===== src/rtl/loader_pkg.sv =====
// loader_pkg: shared state encoding and sizing for the boot-time program loader
package loader_pkg;
  localparam int MAX_WORDS = 64;
  localparam int WORD_BYTES = 4;
  typedef enum logic [2:0] {COUNT, DATA, CHECK, DONE, ERROR} state_t;
endpackage


===== src/rtl/instr_loader_byte_assembler.sv =====
// byte_assembler: little-endian byte-to-word shift register with a one-cycle word_valid
module byte_assembler
  import loader_pkg::*;
(
  input  logic        clk,
  input  logic        rst,
  input  logic        en_i,
  input  logic [7:0]  byte_i,
  output logic        word_valid_o,
  output logic [31:0] word_o
);
  logic [23:0] sr_q;
  logic [1:0]  idx_q;
  // the fourth byte completes the word combinationally so the write can be registered on its accept edge
  assign word_valid_o = en_i && idx_q == 2'(WORD_BYTES - 1);
  assign word_o = {byte_i, sr_q};
  always_ff @(posedge clk) begin
    if (rst) begin
      sr_q  <= '0;
      idx_q <= '0;
    end else if (en_i) begin
      sr_q  <= {byte_i, sr_q[23:8]};
      idx_q <= idx_q + 2'd1;
    end
  end
endmodule


===== src/rtl/instr_loader.sv =====
// instr_loader: streams a counted, checksummed program into instruction memory while holding the CPU in reset
module instr_loader
  import loader_pkg::*;
#(
  parameter int ADDR_W    = 8,
  parameter int MAX_WORDS = 64
) (
  input  logic              clk,
  input  logic              rst,
  input  logic              in_valid,
  input  logic [7:0]        in_data,
  output logic              in_ready,
  output logic              mem_we,
  output logic [ADDR_W-1:0] mem_addr,
  output logic [31:0]       mem_wdata,
  output logic              cpu_rst,
  output logic              done,
  output logic              error
);
  state_t            state_q, state_d;
  logic [ADDR_W-2:0] cnt_q, cnt_d, widx_q, widx_d;
  logic [7:0]        xor_q, xor_d;
  logic              we_q, we_d;
  logic [ADDR_W-1:0] addr_q, addr_d;
  logic [31:0]       wdata_q, wdata_d;
  logic              rdy_q, done_q, err_q, crst_q;
  logic              acc, asm_en, word_valid;
  logic [31:0]       word;
  assign acc = in_valid && rdy_q;
  assign asm_en = acc && state_q == DATA;
  byte_assembler u_asm (
    .clk          (clk),
    .rst          (rst),
    .en_i         (asm_en),
    .byte_i       (in_data),
    .word_valid_o (word_valid),
    .word_o       (word)
  );
  always_comb begin
    state_d = state_q;
    cnt_d   = cnt_q;
    widx_d  = widx_q;
    xor_d   = xor_q;
    we_d    = 1'b0;
    addr_d  = addr_q;
    wdata_d = wdata_q;
    unique case (state_q)
      COUNT: if (acc) begin
        cnt_d   = in_data[ADDR_W-2:0];
        xor_d   = in_data;
        widx_d  = '0;
        state_d = in_data == 8'd0 ? CHECK : (in_data > 8'(MAX_WORDS) ? ERROR : DATA);
      end
      DATA: if (acc) begin
        xor_d = xor_q ^ in_data;
        if (word_valid) begin
          we_d    = 1'b1;
          addr_d  = {widx_q[ADDR_W-3:0], 2'b00};
          wdata_d = word;
          widx_d  = widx_q + 1'b1;
          state_d = widx_d == cnt_q ? CHECK : DATA;
        end
      end
      CHECK: if (acc) state_d = in_data == xor_q ? DONE : ERROR;
      default: ;
    endcase
  end
  always_ff @(posedge clk) begin
    if (rst) begin
      state_q <= COUNT;
      cnt_q   <= '0;
      widx_q  <= '0;
      xor_q   <= '0;
      we_q    <= 1'b0;
      addr_q  <= '0;
      wdata_q <= '0;
      rdy_q   <= 1'b0;
      done_q  <= 1'b0;
      err_q   <= 1'b0;
      crst_q  <= 1'b1;
    end else begin
      state_q <= state_d;
      cnt_q   <= cnt_d;
      widx_q  <= widx_d;
      xor_q   <= xor_d;
      we_q    <= we_d;
      addr_q  <= addr_d;
      wdata_q <= wdata_d;
      rdy_q   <= state_d inside {COUNT, DATA, CHECK};
      done_q  <= state_d == DONE;
      err_q   <= state_d == ERROR;
      crst_q  <= state_d != DONE;
    end
  end
  assign in_ready  = rdy_q;
  assign mem_we    = we_q;
  assign mem_addr  = addr_q;
  assign mem_wdata = wdata_q;
  assign done      = done_q;
  assign error     = err_q;
  assign cpu_rst   = crst_q;
endmodule

===== config.mk =====
export PLATFORM = sky130hd
export DESIGN_NAME = instr_loader
export DESIGN_NICKNAME = d
export VERILOG_FILES = /design/src/rtl/loader_pkg.sv /design/src/rtl/instr_loader_byte_assembler.sv /design/src/rtl/instr_loader.sv
export SDC_FILE = /design/constraint.sdc
export NUM_CORES = 1
export LEC_CHECK = 0
export ABC_CLOCK_PERIOD_IN_PS = 1800
export CAP_MARGIN = 20
export CORE_UTILIZATION = 35
export DETAILED_ROUTE_END_ITERATION = 8
export HOLD_SLACK_MARGIN = 0.1
export PLACE_DENSITY = 0.63
export SLEW_MARGIN = 15
export SYNTH_ARGS = -nofsm -noshare
export SYNTH_HDL_FRONTEND = slang
export SYNTH_SLANG_ARGS = --single-unit

===== constraint.sdc =====
create_clock -name clk -period 1.8 [get_ports clk]
set_input_delay 0.27 -clock clk [delete_from_list [all_inputs] [get_ports clk]]
set_output_delay 0.27 -clock clk [all_outputs]
set_load 0.01 [all_outputs]

# Word level (Yosys, flattened, before mapping)
# Cells that the tools add are included.
[classes]
n_addsub = 2
n_lt_le_gt_ge = 1
n_eq_ne = 13
muxes = 17
bitwise = 3
n_reduce_logical = 13
[ops]
columns = ["op", "count"]
rows = [
  ["$mux 3", 7],
  ["$mux 7", 3],
  ["$mux 8", 2],
  ["$pmux 8 s2", 1],
  ["$pmux 7 s2", 1],
  ["$eq 3x2->1 const B", 3],
  ["$pmux 3 s3", 1],
  ["$eq 8x8->1", 1],
  ["$gt 8x7->1 const B", 1],
  ["$logic_not 8->1", 1],
  ["$xor 8x8->8", 1],
  ["$add 7x1->7 const B", 1],
  ["$eq 7x7->1", 1],
  ["$eq 3x1->1 const B", 2],
  ["$logic_not 3->1", 2],
  ["$reduce_and 3->1", 2],
  ["$ne 2x2->1 const B", 2],
  ["$reduce_and 4->1", 1],
  ["$eq 3x3->1 const B", 1],
  ["$logic_and 1x1->1", 3],
  ["$ne 3x2->1 const B", 1],
  ["$reduce_bool 3->1", 1],
  ["$reduce_or 3->1", 1],
  ["$add 2x1->2 const B", 1],
  ["7 further kinds", 8],
]
[totals]
ff_bits = 94
out_inout_bits = 45
wordCells = 62

# Depth between registers and ports, before layout
[logic_depth]
word_depth = 8
mapped_depth = 8

# By module
# From an unflattened synthesis, not the netlist that was laid out.
[hier_totals]
hier_cells = 454
hier_area_um2 = 3892.5
[by_module_without_submodules]
columns = ["mod", "instances", "cells_per_inst", "area_each_um2"]
rows = [
  ["instr_loader", 1, 360, 2869.0],
  ["byte_assembler", 1, 94, 1023.5],
]

# Worst setup path before layout
# No wires, ideal clock.
[synth_path]
kind = "reg-to-reg"
startpoint = "register widx_q[0]"
endpoint = "register state_q[0]"
arrival_ps = 1673
setup_slack_ps = 11
path_stages_with_launch = 7
path_cell_list = "dfxtp_1 -> ha_1 -> and3_1 -> nand3_1 -> xnor2_1 -> a2111o_1 -> and3_2"
[synth_via]
elab_chain_cells = 6
[synth_rtl]
columns = ["item", "line_no", "text"]
rows = [
  ["start, declared", "instr_loader.sv:21", "logic [ADDR_W-2:0] cnt_q, cnt_d, widx_q, widx_d;"],
  ["start signal, assigned", "instr_loader.sv:84", "widx_q <= widx_d;"],
  ["$add 7x1->7", "instr_loader.sv:60", "widx_d = widx_q + 1'b1;"],
  ["$eq 7x7->1", "instr_loader.sv:61", "state_d = widx_d == cnt_q ? CHECK : DATA;"],
  ["$mux 2", "instr_loader.sv:61", ""],
  ["$mux 3", "instr_loader.sv:56", "if (word_valid) begin"],
  ["$mux 3", "instr_loader.sv:54", "DATA: if (acc) begin"],
  ["$pmux 3 s3", "instr_loader.sv:47", "unique case (state_q)"],
  ["end signal, assigned", "instr_loader.sv:82", "state_q <= state_d;"],
  ["end, declared", "instr_loader.sv:20", "state_t state_q, state_d;"],
]
# Every way passes these cells.
# A chain may end at the register's enable or synchronous reset.

# Final worst setup path
[layout_path]
startpoint = "register state_q[0]"
endpoint = "register state_q[0]"
[layout_via]
elab_chain_cells = 6
elab_cells_between_ends = 10
[layout_rtl]
columns = ["item", "line_no", "text"]
rows = [
  ["$eq 3x1->1", "instr_loader.sv:30, instr_loader.sv:47", ""],
  ["$logic_and 1x1->1", "instr_loader.sv:30", "assign asm_en = acc && state_q == DATA;"],
  ["$logic_and 1x1->1", "instr_loader_byte_assembler.sv:15", "assign word_valid_o = en_i && idx_q == 2'(WORD_BYTES - 1);"],
  ["$mux 3", "instr_loader.sv:56", ""],
  ["$mux 3", "instr_loader.sv:54", ""],
  ["$pmux 3 s3 *", "instr_loader.sv:47", ""],
]
# Every way passes the cells marked *; elsewhere a longest branch is shown, timed or not.

==> flow_summary_export.csv <==
group,metric,value,unit
logic_synthesis,synth-seq-cells,94,
floorplanning,die_y,107,µm
floorplanning,die_area,0.0114,mm²
timing,fin_crit,1.74,ns
placed_design,port_buffers,53,
timing,hold_ws,0.185,ns
floorplanning,coreArea,0.0105,mm²
cts,clock_latency,0.37,ns
hold_path,hp-start,"rst",
floorplanning,ios,56,
pwr,total_power,3.77,mW
global_route,grt_pass1_vias,3294,
worst_setup_path,critPathArrivalTime,2.01,ns
detailed_routing,initialDrtViolationCount,159,
cts,cts_tree,"done",
floorplanning,die_w,107,µm
logic_synthesis,yosys.area_share.adder,0.00653,
logic_synthesis,yosys.area_share.xor_xnor,0.0411,
logic_synthesis,synthMuxAreaShare,0,
timing,skew,0.00983,ns
hold_path,hp-class,"input pin to flop",
timing,setup_viol,0,
cts,h-tree-depth,3,
timing,timing.final.crit_share,0.968,
logic_synthesis,synth_top_area_frac,0.491,
cells_and_area,area_growth,29.9,%
worst_setup_path,critPathLaunch,"state_q[0]$_SDFF_PP0_",
detailed_routing,via_per_inst,5.01,
logic_synthesis,synth_cells,488,
global_route,overflow,0,
logic_synthesis,synthSimpleGateAreaFrac,0.225,
worst_setup_path,criticalPathCategory,"flop to flop",
global_route,grt_max_degree,50,
worst_setup_path,max_stage_delay,0.49,ns
pwr,vdd_drop_max,0.000450,V
pwr,leakage,1.73,nW
detailed_routing,drt-total-wl,9430,µm
cts,cts_root_buf,"clkbuf_8",
timing,hold_violations,0,
worst_setup_path,critical_path.cell_chain,"inv_2 > nor3_4 > nand4_1 > a2111o_1 > and3_4",
logic_synthesis,synth.area.top_cells,"dfxtp_1 (49%), nand2_1 (14%), a21oi_1 (13%), o21ai_0 (2.7%), clkbuf_1 (2.4%)",
detailed_routing,avgRoutedWirePerCell,13.5,µm
logic_synthesis,synth_top_family_by_area,"simple AND/OR/NAND/NOR gates",
cts,clockBufferDepth,2,
worst_setup_path,cp-start-kind,"flop",
pwr,power_density,758,mW/mm²
logic_synthesis,yosysSeqAreaShare,0.491,
logic_synthesis,synth_area,0.00383,mm²
cells_and_area,n_antenna_cell,0,
floorplanning,fp-row-count,37,
logic_synthesis,synth.avg_cell_area,7.85,µm²
run,maxCapViolations,0,
cells_and_area,layout-drive-gt1-share,0.151,
cts,holdBufCountCts,0,
logic_synthesis,ys_types,46,
placed_design,dp_hpwl,6510,µm
logic_synthesis,yosysTopAreaCell,"dfxtp_1",
placed_design,placed_cell_area,0.00472,mm²
worst_setup_path,regToRegSetupSlack,0.06,ns
cells_and_area,nets,571,
worst_setup_path,worstSetupEndpointType,"flop",
worst_setup_path,slowest_stage,"dfxtp_1",
global_route,grt_pass1_wl,15500,µm
cells_and_area,fin_area,0.00498,mm²
logic_synthesis,synth-compound-area-share,0.187,
status,outcome,"completed",
global_route,grtUsageTotal,0.172,
global_route,grt_antenna_before_repair,0,
floorplanning,start_util,0.366,
timing,fmax,574,MHz
worst_setup_path,rr_startpoint,"state_q[0]$_SDFF_PP0_",
cells_and_area,final_util,0.476,
detailed_routing,ant_nets,0,
cts,cts_sinks,94,
cts,cts_made_buffers,9,
cts,clkTransAtPathRegs,0.10,ns
worst_setup_path,required,2.07,ns
logic_synthesis,yosys_warnings,0,
timing,slew_viol_final,0,
worst_setup_path,worstPathMaxFanout,8,
detailed_routing,drc,0,
detailed_routing,firstDrtPassIters,4,
detailed_routing,via_count,3499,
placed_design,gp_congestion,0.838,
[worst paths after layout]
path	cells after the start	to
worst max-delay path	5	state_q[0]$_SDFF_PP0_
worst min-delay path	2	xor_q[6]$_SDFFE_PP0P_
worst max register to register	5	state_q[0]$_SDFF_PP0_
worst min register to register	2	u_asm.sr_q[3]$_SDFFE_PP0P_
[state kept, by name, summed over array words and instances, names as in the netlist]
register / cells
widx_q: 7
u_asm.idx_q: 2
error: 1
u_asm.sr_q: 24
mem_wdata: 32
mem_we: 1
mem_addr: 6
cnt_q: 7
xor_q: 8
in_ready: 1
done: 1
cpu_rst: 1
state_q: 3
[area by class of cell]
| cell class | count | area, µm² |
|---|---|---|
| sequential | 94 | 1890 |
| clock buffer | 9 | 124 |
| fill | 1056 | 5490 |
| inverter | 4 | 15.0 |
| timing repair buffer | 96 | 867 |
| clock inverter | 7 | 67.6 |
| tap | 136 | 170 |
| multi-input combinational | 353 | 1840 |
[cells in the mapped netlist, drive strengths merged]
library cell  number
nand2            147
a21oi             96
dfxtp             94
clkbuf            24
nor2              23
o21ai             21
buf               14
xor2              10
xnor2              8
inv                4
nand3              4
nor3               4
nor4               4
a211oi             3
and2               2
and3               2
ha                 2
nand4              2
nand4b             2
or3                2
or4                2
a2111o             1
a21boi             1
a21o               1
a311o              1
a32oi              1
and4               1
conb               1
nand3b             1
nand4bb            1
nor2b              1
nor4b              1
nor4bb             1
o211ai             1
o21a               1
o311ai             1
o31ai              1
o32a               1
o32ai              1
[power by group]
part | internal [mW] | switching, mW | leakage [nW]
Clock | 0.536 | 0.827 | 0.0989
Sequential | 2.10 | 0.0226 | 0.761
Combinational | 0.121 | 0.159 | 0.868
Total | 2.76 | 1.01 | 1.73
[routing by layer]
metal | up-vias | track usage | share of wire
met2 | 80 | 0.277 | 0.46
met3 | 13 | 0.0334 | 0.043
li1 | 1769 | - | -
met4 | 0 | 0.0656 | 0.016
met5 | - | 0 | 0
met1 | 1637 | 0.226 | 0.48
[critical path: cells and delay by family (launching register included)]
family / cells / cell delay, ns
flip-flops: 1 / 0.49
AND/OR/NAND/NOR: 3 / 0.52
AO/OA/AOI/OAI: 1 / 0.49
buffers and inverters: 1 / 0.15
[cell usage in the layout (no fill, tap or decap), types with 2 or more instances in the layout]
cell             instances
a211oi_1                 2
a21oi_1                 96
and2_1                   2
buf_12                   2
buf_4                   41
clkbuf_8                 9
clkdlybuf4s50_1         47
clkinv_4                 2
conb_1                   2
dfxtp_1                 88
dfxtp_2                  6
dlygate4sd2_1            5
inv_1                    2
inv_2                    2
inv_6                    2
nand2_1                147
nand3_1                  3
nand4_1                  2
nand4b_1                 2
nor2_1                  23
nor3_1                   3
nor4_4                   2
o21ai_0                 20
or3_1                    2
or4_4                    2
xnor2_1                  8
xor2_1                  10
[per-stage QoR]
stage	setup WS [ns]	setup TNS [ns]	std cells
2_1_floorplan	0.0107	0	489
3_3_place_gp	-0.420	-20.31	683
3_5_place_dp	-0.453	-23.05	683
4_1_cts	0.0200	0	698
5_1_grt	-0.00174	-0.00174	699
6_report	0.0574	0	699
[timing repair]
action / in CTS / in global routing
buffers inserted: 0 / 1
pin swaps: 7 / 2
resized for setup: 11 / 15
endpoints found under the setup margin: 5 / 28
[logic make-up after synthesis]
group | Yosys count
flip-flops | 94
buffers and inverters | 42
other | 1
AND/OR/NAND/NOR | 200
XOR/XNOR | 18
adder cells (fa/ha/maj) | 2
AO/OA/AOI/OAI | 131
Note: power is estimated with default switching activity, not from simulation.
==> RTL edit 1, RTL diff (config.mk and constraints unchanged) <==
Change the parameter `ADDR_W` from 8 to 7.
--- a/src/rtl/instr_loader.sv
+++ b/src/rtl/instr_loader.sv
@@ -3,5 +3,5 @@
   import loader_pkg::*;
 #(
-  parameter int ADDR_W    = 8,
+  parameter int ADDR_W    = 7,
   parameter int MAX_WORDS = 64
 ) (
Ports: changed (resized mem_addr); port bits go from 56 to 55. No check against the original RTL was run, so the function may have changed too.
==> RTL edit 1 against the unedited design <==
Sequential cell count is 3 lower. Power is 0.24% higher. Non-clock buffer count is 5 lower. Wire length decreased by 8.0%. Cell area is 4.6% lower. Setup slack improved by 0.0070 ns. Area after synthesis shrank 4.3%. First-iteration DRC count is 8.8% lower. Critical path type unchanged. Highest routed layer unchanged.
==> RTL edit 1: results (changes against the unedited design) <==
Synthesis
  • Post-synth top cells: nand2_1 (152), dfxtp_1 (91), a21oi_1 (73)
  • Sequential area share after synthesis: 49.7% (+0.57 points)
  • Cell variety after synth: 46 (unchanged)
  • Post-synthesis compound-gate area fraction: 17.3% (-1.4 points)
  • XOR/XNOR Fraction of Synth Area: 3.82% (-0.29 points)
  • Adder-cell share of the synthesized area: 0.683% (+0.029 points)
  • Synth top area cells: dfxtp_1 (50%), nand2_1 (16%), a21oi_1 (10%)
  • FFs w/ async S/R, synth: 0% (unchanged)
  • Yosys warns: 0 (unchanged)
  • Ys flop type: dfxtp_1
  • Multiplexer share of the synthesized area: 0.307% (+0.31 points)

Placed design
  • GP Congestion: 0.822 (-1.9%)
  • Placed wire-length estimate: 6.11 mm (-6.2%)
  • Port Buf Inserts: 52 (-1.9%)

Drt
  • Initial drt markers: 145 (-8.8%)
  • Routed len/inst: 13.0 um (-3.6%)
  • Pre-Repair DR Iteration Count: 4 (unchanged)
  • Total via count in the routed design: 3304 (-5.6%)

Layout
  • Layout fillers: 987 (-6.5%)
  • Fraction of layout cells with a size suffix above 1: 13.3% (-1.8 points)
  • N_diodes: 0 (unchanged)
  • Nets: 542 (-5.1%)

Clock network
  • Clock Pin Slew Worst Setup and Hold Paths: 0.09 ns
  • CTS Buf Count: 9 (unchanged)
  • Maximum clock path buffer count: 2 (unchanged)
  • Clock H-tree levels: 3 (unchanged)
  • Worst-skew pair later-pin latency: 0.37 ns (about the same)
  • CTS Root Cell: clkbuf_8

Power
  • VDD IR max: 0.000316 V (-30%)
  • Leak pwr: 0.00164 uW (-4.9%)
  • Sw frac: 26.3% (-0.45 points)

STA
  • Setup Skew: 0.00492 ns (-0.00491 ns)
  • Worst-case hold slack: 0.225 ns (+0.0400 ns)

Global routing
  • Largest net degree at the start of global routing: 40 (-20%)
  • Met2 GRT Util: 26.3% (-1.4 points)
  • First-pass GRT wire length: 15.0 mm (-3.6%)
  • GRT Util Overall: 17.1% (-0.056 points)
  • Vias in the first global route: 3137 (-4.8%)
  • GRT met1 Usage: 22.7% (+0.037 points)
  • M3 GR Usage: 3.07% (-0.27 points)

Setup path
  • CP max stage cell: or3b_1
  • Crit path max fanout: 3 (-5)
  • Crit-path max cell delay: 0.40 ns (-0.09 ns)
  • FF-to-FF End: state_q[0]
  • RR Startpoint: state_q[2]
  • R2R setup slack: 0.06 ns
  • Top delay family on crit path: simple AND/OR/NAND/NOR gates

Min path
  • Worst Hold End: u_asm.idx_q[0]
  • Hold_sp: rst

Run status
  • Status: finished, final reports clean

Flow run
  • Max cap viols: 0 (unchanged)
-- RTL edit 1: worst max-delay path by stage --
stage                from  slack [ns]  cells past startpoint    endpoint
4_1_cts        state_q[2]        0.03                      5  state_q[0]
2_1_floorplan  state_q[2]       0.007                      6  state_q[0]
6_report       state_q[2]        0.06                      5  state_q[0]
5_1_grt        in_data[6]       -0.03                      7       error
3_5_place_dp   in_data[6]       -0.44                      7       error
3_3_place_gp   in_data[6]       -0.34                      7       error
-- RTL edit 1: cell families after synthesis --
kind of cell / count (synthesis)
simple gates: 204
compound gates: 107
flops: 91
buf+inv: 42
xor+xnor: 16
fa+ha+maj: 2
other cells: 1
mux: 1
-- RTL edit 1: metrics by stage --
step / instance area [um2] / worst slack, ns / cells / TNS, ns
5_1_grt: 4750 / -0.0342 / 667 / -0.0587
2_1_floorplan: 3680 / 0.00708 / 465 / 0
6_report: 4750 / 0.0644 / 667 / 0
4_1_cts: 4730 / 0.0275 / 667 / 0
3_3_place_gp: 4530 / -0.340 / 651 / -5.08
3_5_place_dp: 4530 / -0.439 / 651 / -5.73
-- RTL edit 1: cell type report --
class / instances / share of cell area, %
clock buffers: 11 / 2.98
repair buffers: 91 / 17.9
inverters: 4 / 0.316
well taps: 133 / 3.50
flip-flops and latches: 91 / 38.5
clock inverters: 5 / 0.764
multi-input cells: 332 / 36.0
-- RTL edit 1: repair_timing --
action                                  4_1_cts  5_1_grt
pin swaps                                     0        5
gates resized for setup                       2        7
gates cloned                                  0        0
endpoints found under the setup margin        1        7
-- RTL edit 1: power groups by stage --
stage	clock network [uW]	registers (uW)	logic [uW]
6_report	1290	2090	401
5_1_grt	1410	2100	446
4_1_cts	1320	2090	402
3_5_place_dp	0	2140	393
3_3_place_gp	0	2140	386
2_1_floorplan	0	2140	226
-- RTL edit 1: per-layer routing --
metal	up-vias	routed length [um]
met3	16	378
li1	1672	-
met5	-	0
met2	78	3820
met1	1538	4290
met4	0	188
==> RTL edit 2, RTL diff (same flow settings) <==
Made on the original files. Reset style: asynchronous (`rst`), changed in 2 clocked blocks.
--- a/src/rtl/instr_loader_byte_assembler.sv
+++ b/src/rtl/instr_loader_byte_assembler.sv
@@ -15,5 +15,5 @@
   assign word_valid_o = en_i && idx_q == 2'(WORD_BYTES - 1);
   assign word_o = {byte_i, sr_q};
-  always_ff @(posedge clk) begin
+  always_ff @(posedge clk or posedge rst) begin
     if (rst) begin
       sr_q  <= '0;
--- a/src/rtl/instr_loader.sv
+++ b/src/rtl/instr_loader.sv
@@ -66,5 +66,5 @@
     endcase
   end
-  always_ff @(posedge clk) begin
+  always_ff @(posedge clk or posedge rst) begin
     if (rst) begin
       state_q <= COUNT;
Behaviour: differs if rst is asserted again (counterexample within 4 cycles, from zero or initial values and one cycle with rst high); with rst held inactive, the same outputs for 10 cycles.
==> RTL edit 2 against the unedited design <==
The run now ends with setup timing left. Via count fell by 11%. Wire length fell by 3.4%. Maximum frequency fell by 8.0%. Cell area rose by 8.4%. Count of clock-buffer cells in the layout rose by 1. Global-route usage fell by 0.62 points. Non-clock buffer count rose by 4. Sequential cell count did not move. Setup slack got worse by 0.15 ns. Area after synthesis rose by 4.6%. Critical path type unchanged.
Power is not compared: it rests on default switching activity, and its combinational part moved more than twofold at a synthesized area within 25%.
==> RTL edit 2: results (changes against the unedited design) <==
Run status
  • Status: finished with violations
  • Failing checks: setup timing

Min path
  • Worst Hold End: xor_q[4]
  • Hold_sp: in_data[4]
  • Hold path depth: 3 (+1)

Global routing
  • Met2 GRT Util: 26.0% (-1.7 points)
  • First-pass GRT wire length: 14.9 mm (-3.9%)
  • M3 GR Usage: 2.93% (-0.41 points)
  • Largest net degree at the start of global routing: 95 (+90%)
  • GRT Util Overall: 16.5% (-0.62 points)

Setup path
  • Crit path max fanout: 4 (-4)
  • FF-to-FF End: state_q[0]
  • Crit path DAT: 2.12 ns (+0.11 ns)
  • RR Startpoint: widx_q[0]
  • R2R depth: 6 (+1)

Drt
  • Initial drt markers: 134 (-16%)
  • Total via count in the routed design: 3125 (-11%)
  • Drt via density: 4.85 (-3.1%)

Clock network
  • CTS Root Cell: clkbuf_16
  • Worst-skew pair later-pin latency: 0.34 ns (-0.03 ns)
  • Clock Pin Slew Worst Setup and Hold Paths: 0.06 ns (-0.04 ns)

Layout
  • Nets: 513 (-10%)
  • Layout fillers: 1020 (-3.4%)

Synthesis
  • Ys flop type: dfrtp_1
  • Cell variety after synth: 39 (-15%)
  • Post-synth top cells: nand2_1 (158), dfrtp_1 (93), mux2_2 (21)
  • FFs w/ async S/R, synth: 100% (+100 points)

Placed design
  • Dpl cells: 628 (-8.1%)
  • GP Congestion: 0.814 (-2.9%)

STA
  • # setup viols final: 4 (+4)
  • Worst setup margin: -0.0941 ns (-0.152 ns)
==> RTL edit 2: changes by cell type in the layout (fill, tap and decap cells not counted), sizes merged, moves of 6 or more <==
cell    unedited run  this run
dfxtp             94         0
dfrtp              0        93
a21oi             96        15
mux2               0        21
nand2            147       158
nor2              23        14
a311oi             0         7
xor2              10         4
==> RTL edit 2: area by class of cell <==
type | instances | area share, %
sequential | 94 | 43.7
multi-input combinational | 289 | 30.4
timing repair buffer | 100 | 17.3
clock buffer | 10 | 4.24
tap | 140 | 3.25
clock inverter | 5 | 0.672
inverter | 6 | 0.487
==> RTL edit 2: cells by family after synthesis <==
family / count (synthesis) / share of synthesized area (%)
adder cells (fa/ha/maj): 2 / 0.625
multiplexers: 22 / 6.15
buffers and inverters: 27 / 2.72
other: 1 / 0.0936
XOR/XNOR: 17 / 3.72
AND/OR/NAND/NOR: 198 / 20.5
AO/OA/AOI/OAI: 48 / 7.43
flip-flops: 94 / 58.7
==> RTL edit 2: power groups by stage <==
stage	Clock (uW)	Combinational (uW)	Sequential, uW
after floorplan	0	581	2630
after global placement	0	903	2690
after detailed placement	0	939	2700
after CTS	1770	977	2660
after global routing	1850	1130	2700
final	1730	1010	2660
==> RTL edit 2: metrics by stage <==
step,area (um2),setup WS (ns),hold WS (ns)
after floorplan,4030,-0.0611,0.373
after global placement,5030,-0.582,0.453
after detailed placement,5030,-0.612,0.456
after CTS,5330,-0.109,0.410
after global routing,5400,-0.189,0.355
final,5400,-0.0941,0.326
==> RTL edit 2: worst max-delay path: stages (launching register included) <==
cell	delay [ns]
dfrtp_2	0.45
ha_4	0.30
xnor2_2	0.10
nand2_1	0.08
a2111o_1	0.36
o31a_1	0.29
or2_1	0.21
==> RTL edit 2: timing repair <==
item                                    CTS  global route
endpoints found under the setup margin    7            10
pin swaps                                 1             3
gates resized for setup                   9            14
buffers inserted                          0             1
==> RTL edit 2: worst max-delay path by stage <==
stage                     from    endpoint  slack (ns)  depth (start not counted)
global placement    in_data[0]  state_q[0]       -0.58                          6
floorplan           state_q[2]  state_q[0]       -0.06                          5
global route         widx_q[0]  state_q[0]       -0.19                          6
finish               widx_q[0]  state_q[0]       -0.09                          6
CTS                  widx_q[1]  state_q[0]       -0.11                          6
detailed placement  in_data[0]        done       -0.61                          6
==> RTL edit 2: layer usage <==
layer / up-vias / part of all wire (%)
met5: - / 0
met4: 0 / 1.5
met3: 11 / 3.5
met2: 64 / 48
met1: 1515 / 47
li1: 1535 / -
